## config.mk

```make
export PLATFORM = sky130hd
export DESIGN_NAME = branch_sequencer
export DESIGN_NICKNAME = d
export VERILOG_FILES = /design/src/rtl/branch_pkg.sv /design/src/rtl/branch_sequencer.sv
export SDC_FILE = /design/constraint.sdc
export NUM_CORES = 1
export LEC_CHECK = 0
export CORE_ASPECT_RATIO = 1.4
export CORE_MARGIN = 8
export CORE_UTILIZATION = 34
export CTS_CLUSTER_DIAMETER = 200
export DETAILED_ROUTE_END_ITERATION = 6
export RECOVER_POWER = 25
export SYNTH_ARGS = -nofsm -noshare
export SYNTH_HDL_FRONTEND = slang
export SYNTH_SLANG_ARGS = --single-unit
```

## constraint.sdc

```tcl
create_clock -name clk_i -period 1.5 [get_ports clk_i]
set_input_delay 0.3 -clock clk_i [delete_from_list [all_inputs] [get_ports clk_i]]
set_output_delay 0.3 -clock clk_i [all_outputs]
set_load 0.005 [all_outputs]
```

## src/rtl/branch_pkg.sv

```systemverilog
// Shared types and encodings for the multicycle control-transfer sequencer.
// Covers FSM states, request kinds, branch conditions and ALU operation select.
package branch_pkg;

    typedef enum logic [2:0] {
        IDLE = 3'd0,
        CMP  = 3'd1,
        LINK = 3'd2,
        TGT  = 3'd3,
        SEQ  = 3'd4,
        UPD  = 3'd5
    } state_t;

    typedef enum logic [1:0] {
        KIND_BRANCH = 2'b00,
        KIND_JAL    = 2'b01,
        KIND_JALR   = 2'b10,
        KIND_RSVD   = 2'b11
    } kind_t;

    localparam logic [2:0] F3_BEQ  = 3'b000;
    localparam logic [2:0] F3_BNE  = 3'b001;
    localparam logic [2:0] F3_BLT  = 3'b100;
    localparam logic [2:0] F3_BGE  = 3'b101;
    localparam logic [2:0] F3_BLTU = 3'b110;
    localparam logic [2:0] F3_BGEU = 3'b111;

    localparam logic ALU_SEL_ADD = 1'b0;
    localparam logic ALU_SEL_CMP = 1'b1;

    // funct3 010 and 011 have no branch meaning and are treated as illegal.
    function automatic logic branch_legal(input logic [2:0] funct3);
        return (funct3 == F3_BEQ)  || (funct3 == F3_BNE)  ||
               (funct3 == F3_BLT)  || (funct3 == F3_BGE)  ||
               (funct3 == F3_BLTU) || (funct3 == F3_BGEU);
    endfunction

endpackage

```

## src/rtl/branch_sequencer.sv

```systemverilog
// Resolves BRANCH/JAL/JALR by time-sharing the core ALU and comparator over
// several cycles, then updates the PC and the link register.
module branch_sequencer
    import branch_pkg::*;
#(
    parameter int              XLEN     = 32,
    parameter logic [XLEN-1:0] RESET_PC = '0
) (
    input  logic            clk_i,
    input  logic            rst_i,
    input  logic            start_i,
    input  logic [1:0]      kind_i,
    input  logic [2:0]      funct3_i,
    input  logic [XLEN-1:0] pc_i,
    input  logic [XLEN-1:0] rs1_i,
    input  logic [XLEN-1:0] rs2_i,
    input  logic [XLEN-1:0] imm_i,
    output logic [XLEN-1:0] alu_a_o,
    output logic [XLEN-1:0] alu_b_o,
    output logic            alu_sel_o,
    output logic [2:0]      cmp_op_o,
    input  logic [XLEN-1:0] alu_res_i,
    input  logic            cmp_r_i,
    output logic [XLEN-1:0] pc_o,
    output logic            rd_we_o,
    output logic [XLEN-1:0] rd_data_o,
    output logic            busy_o,
    output logic            done_o,
    output logic            taken_o,
    output logic            fault_o
);

    localparam logic [XLEN-1:0] FOUR = XLEN'(4);

    // Current FSM state; visible hierarchically for checkers.
    state_t          state;
    kind_t           kind_q;
    logic [2:0]      funct3_q;
    logic [XLEN-1:0] pc_q;
    logic [XLEN-1:0] rs1_q;
    logic [XLEN-1:0] rs2_q;
    logic [XLEN-1:0] imm_q;
    logic [XLEN-1:0] link_q;
    logic [XLEN-1:0] target_q;
    logic            pc_we_q;
    logic [XLEN-1:0] tgt_sum;

    // Operand mux: the ALU only sees non-zero operands in working states.
    always_comb begin
        alu_a_o   = '0;
        alu_b_o   = '0;
        alu_sel_o = ALU_SEL_ADD;
        cmp_op_o  = 3'b000;
        case (state)
            CMP: begin
                alu_a_o   = rs1_q;
                alu_b_o   = rs2_q;
                alu_sel_o = ALU_SEL_CMP;
                cmp_op_o  = funct3_q;
            end
            LINK, SEQ: begin
                alu_a_o = pc_q;
                alu_b_o = FOUR;
            end
            TGT: begin
                alu_a_o = (kind_q == KIND_JALR) ? rs1_q : pc_q;
                alu_b_o = imm_q;
            end
            default: ;
        endcase
    end

    always_comb begin
        tgt_sum = alu_res_i;
        if (kind_q == KIND_JALR) tgt_sum[0] = 1'b0;
    end

    always_ff @(posedge clk_i) begin
        if (rst_i) begin
            state     <= IDLE;
            kind_q    <= KIND_BRANCH;
            funct3_q  <= 3'b000;
            pc_q      <= '0;
            rs1_q     <= '0;
            rs2_q     <= '0;
            imm_q     <= '0;
            link_q    <= '0;
            target_q  <= '0;
            pc_we_q   <= 1'b0;
            pc_o      <= RESET_PC;
            rd_we_o   <= 1'b0;
            rd_data_o <= '0;
            busy_o    <= 1'b0;
            done_o    <= 1'b0;
            taken_o   <= 1'b0;
            fault_o   <= 1'b0;
        end else begin
            case (state)
                IDLE: begin
                    if (start_i) begin
                        kind_q   <= kind_t'(kind_i);
                        funct3_q <= funct3_i;
                        pc_q     <= pc_i;
                        rs1_q    <= rs1_i;
                        rs2_q    <= rs2_i;
                        imm_q    <= imm_i;
                        busy_o   <= 1'b1;
                        if (kind_i == KIND_JAL || kind_i == KIND_JALR) begin
                            state <= LINK;
                        end else if (kind_i == KIND_BRANCH && branch_legal(funct3_i)) begin
                            state <= CMP;
                        end else begin
                            state   <= UPD;
                            done_o  <= 1'b1;
                            fault_o <= 1'b1;
                            pc_we_q <= 1'b0;
                        end
                    end
                end
                CMP: begin
                    state <= cmp_r_i ? TGT : SEQ;
                end
                LINK: begin
                    link_q <= alu_res_i;
                    state  <= TGT;
                end
                TGT: begin
                    target_q <= tgt_sum;
                    done_o   <= 1'b1;
                    state    <= UPD;
                    // A taken target that is not word aligned faults and leaves PC/rd alone.
                    if (tgt_sum[1]) begin
                        fault_o <= 1'b1;
                        pc_we_q <= 1'b0;
                    end else begin
                        taken_o <= 1'b1;
                        pc_we_q <= 1'b1;
                        if (kind_q != KIND_BRANCH) begin
                            rd_we_o   <= 1'b1;
                            rd_data_o <= link_q;
                        end
                    end
                end
                SEQ: begin
                    target_q <= alu_res_i;
                    pc_we_q  <= 1'b1;
                    done_o   <= 1'b1;
                    state    <= UPD;
                end
                UPD: begin
                    if (pc_we_q) pc_o <= target_q;
                    pc_we_q   <= 1'b0;
                    done_o    <= 1'b0;
                    fault_o   <= 1'b0;
                    taken_o   <= 1'b0;
                    rd_we_o   <= 1'b0;
                    rd_data_o <= '0;
                    busy_o    <= 1'b0;
                    state     <= IDLE;
                end
                default: state <= IDLE;
            endcase
        end
    end

endmodule

```

==> results.py <==
metrics = {
    "outcome": {
        "status": "complete, but fails checks",
        "violations": "setup timing",
    },
    "cells_and_area": {
        "syn_to_final_growth_pct": 60.9,
        "fin_util": 0.550,
        "drive_above_1_share": 0.224,
        "final_nets": 1771,
    },
    "setup_path": {
        "critPathLaunchType": "register",
        "end_kind": "primary output",
        "cpMaxStageDelayCell": "dfxtp_2",
        "slowest_delay_ns": 0.34,
        "cp.required_ns": 1.20,
        "worst_r2r_path_depth": 9,
        "rr_startpoint": "state[2]",
        "critPathKind": "reg -> out",
        "cp.arrival_ns": 1.99,
        "rrSetupSlack_ns": -0.42,
        "r2r_end": "target_q[29]",
        "crit_top_cell": "buf_6",
        "path_max_fanout": 8,
        "worstPathCellList": "buf_6 > nor2b_4 > nor2_4 > o22ai_4 > buf_6 > buf_6 > a22o_1 > buf_2",
    },
    "power_and_ir_drop": {
        "power.density_nw_per_um2": 1580,
        "leakage_nw": 7.14,
        "peakVddDrop_v": 0.000933,
    },
    "route": {
        "dr_total_vias": 10100,
        "wl_per_cell_um": 20.0,
        "drc_errors": 0,
        "ant_nets": 0,
        "drt_iter0_markers": 633,
        "firstDrtPassIters": 6,
        "finalWirelength_um": 40100,
        "vias_per_cell": 5.03,
    },
    "placed_design": {
        "gp_congestion": 0.839,
        "hpwlAfterDp_um": 23600,
        "port_buffers": 305,
    },
    "sta": {
        "rsz0062_at_grt": "yes",
        "finalCriticalPeriod_ns": 2.29,
        "setup_ws_ns": -0.789,
        "fin_skew_ns": 0.0139,
        "fin_hold_ws_ns": 0.0233,
        "worstMarginPinSlew_ns": 0.701,
        "timing.setup.tns_ns": -84.70,
        "finalSetupViolations": 324,
        "timing.fmax_mhz": 437,
        "hold_viol": 0,
        "slew_headroom": 0.533,
        "slew_violations": 0,
        "period_share": 1.53,
    },
    "clocking": {
        "cts_buffers": 27,
        "cts_tree": "built",
        "clk_pin_slew_ns": 0.07,
        "insertion_delay_ns": 0.54,
        "clock_path_buffers": 3,
        "h-tree-depth": 1,
        "root_buffer": "clkbuf_16",
        "clock_sinks": 270,
    },
    "grt": {
        "track_usage": 0.180,
        "grt_max_degree": 141,
        "use_met3": 0.0359,
        "grt_pass1_vias": 9386,
        "grt_use_met2": 0.317,
        "use_met1": 0.204,
        "grt_pass1_wl_um": 51800,
        "busiest_layer": "met2",
        "grt_overflow": 0,
        "antenna_found_initial": 5,
    },
    "run": {
        "drv_cap": 0,
    },
    "logic_synthesis": {
        "netlist_top_cells_area": "dfxtp_1 (53%), nand2_1 (17%), a21oi_1 (12%)",
        "seq_area_frac_synth": 0.532,
        "synthArstFlopShare": 0,
        "postSynthCellCount": 1239,
        "synth_area_leader_cell": "dfxtp_1",
        "synth.distinct_cells": 42,
        "syn_area_um2": 10200,
        "synthFlopType": "dfxtp_1",
        "ys_ff_latch": 270,
        "synth_top_area_frac": 0.532,
        "ys_warn_count": 0,
        "syn_area_per_cell_um2": 8.21,
        "synth_most_common_cell": "nand2_1",
        "syn_nets": 1409,
        "synth.cells.most_frequent": "nand2_1 (458), dfxtp_1 (270), a21oi_1 (235)",
        "synth_edf_count": 0,
    },
    "worst_hold_path": {
        "holdCritStartpoint": "rst_i",
        "min_delay_worst_endpoint": "target_q[1]",
        "hold_depth": 2,
        "hp-class": "in -> reg",
    },
    "die": {
        "die_x_um": 162,
        "die_y_um": 221,
        "core_area_um2": 29700,
        "io_pins": 306,
        "start_util": 0.342,
        "die_area_um2": 35800,
        "rows": 75,
    },
}
worst max-delay path: cells and delay by family, from the launching register on:
| kind | cells | cell delay [ns] |
|---|---|---|
| buffers and inverters | 4 | 0.55 |
| AOI/OAI and AO/OA | 2 | 0.38 |
| DFF | 1 | 0.34 |
| and+or+nand+nor | 2 | 0.18 |
area by class of cell:
class                           instances  area (um2)
Clock inverter                          5        55.1
Clock buffer                           41         808
Inverter                                7        28.8
Tap cell                              385         482
Antenna cell                            4        10.0
Multi-Input combinational cell        858        4710
Fill cell                            2695       13400
Timing Repair Buffer                  437        4850
Sequential cell                       270        5410
worst max-delay path by stage:
| stage | start | to | slack [ns] |
|---|---|---|---|
| 6_report | state[1] | alu_a_o[25] | -0.79 |
| 5_1_grt | state[1] | alu_a_o[8] | -0.87 |
| 4_1_cts | state[1] | alu_a_o[19] | -1.09 |
| 3_5_place_dp | state[2] | alu_a_o[19] | -0.58 |
| 3_3_place_gp | state[2] | alu_a_o[16] | -0.56 |
| 2_1_floorplan | state[1] | alu_a_o[11] | -0.03 |
layer usage:
layer | part of all wire | up-vias | routed length [um]
li1 | - | 4918 | -
met1 | 0.38 | 4788 | 15200
met2 | 0.53 | 310 | 21300
met3 | 0.057 | 75 | 2280
met4 | 0.032 | 2 | 1260
met5 | 0.00032 | - | 13
sequential cells by signal, summed over array words and instances, names as in the netlist:
| name | flops |
|---|---|
| imm_q | 32 |
| link_q | 32 |
| pc_o | 32 |
| pc_q | 32 |
| rd_data_o | 32 |
| rs1_q | 32 |
| rs2_q | 32 |
| target_q | 32 |
| funct3_q | 3 |
| state | 3 |
| kind_q | 2 |
| busy_o | 1 |
| done_o | 1 |
| fault_o | 1 |
| pc_we_q | 1 |
| rd_we_o | 1 |
| taken_o | 1 |
kinds of logic after synthesis:
kind of cell	after synthesis	share of synthesized area
fa+ha+maj	1	0.00123
compound gates	351	0.216
simple gates	506	0.198
flops	270	0.532
buf+inv	111	0.0523
report_power, final:
part / internal (W) / switching, W / leakage, nW / total, W
registers: 0.00827 / 0.000654 / 2.20 / 0.00893
clock network: 0.00385 / 0.00279 / 0.420 / 0.00665
logic: 0.00522 / 0.00502 / 4.52 / 0.0102
total: 0.0173 / 0.00846 / 7.14 / 0.0258
placed cells by master, fill, tap and decap left out, drive strengths merged, types with 2 or more instances in the layout:
master         count
a32o              32
nand2b             7
clkinv             2
a22o              63
clkinvlp           2
clkdlybuf4s50    185
inv                7
dlymetal6s2s      51
nand2            458
buf              161
or2                3
a21oi            235
o22ai              2
a2111oi            3
nor2              18
nor2b              4
diode              4
and3               4
nand3              3
nor3               3
a21o               3
o21ai              6
clkbuf            81
a221oi             2
dfxtp            270
stage by stage:
stage               cell area (um2)  total power (W)  std cells  worst slack [ns]
floorplan                     10300           0.0129       1239           -0.0338
global placement              14000           0.0158       1886            -0.558
detailed placement            14000           0.0159       1886            -0.580
CTS                           14900           0.0228       1940             -1.09
global route                  16400           0.0271       2007            -0.870
finish                        16400           0.0258       2007            -0.789
what timing repair did:
item                       4_1_cts  5_1_grt
hold buffers                     0        0
setup buffers                    7       34
setup endpoints to repair      340      397
resized for setup              174      313
gates cloned                     1       33
pin swaps                        1       71
Note: power is estimated with default switching activity, not from simulation.
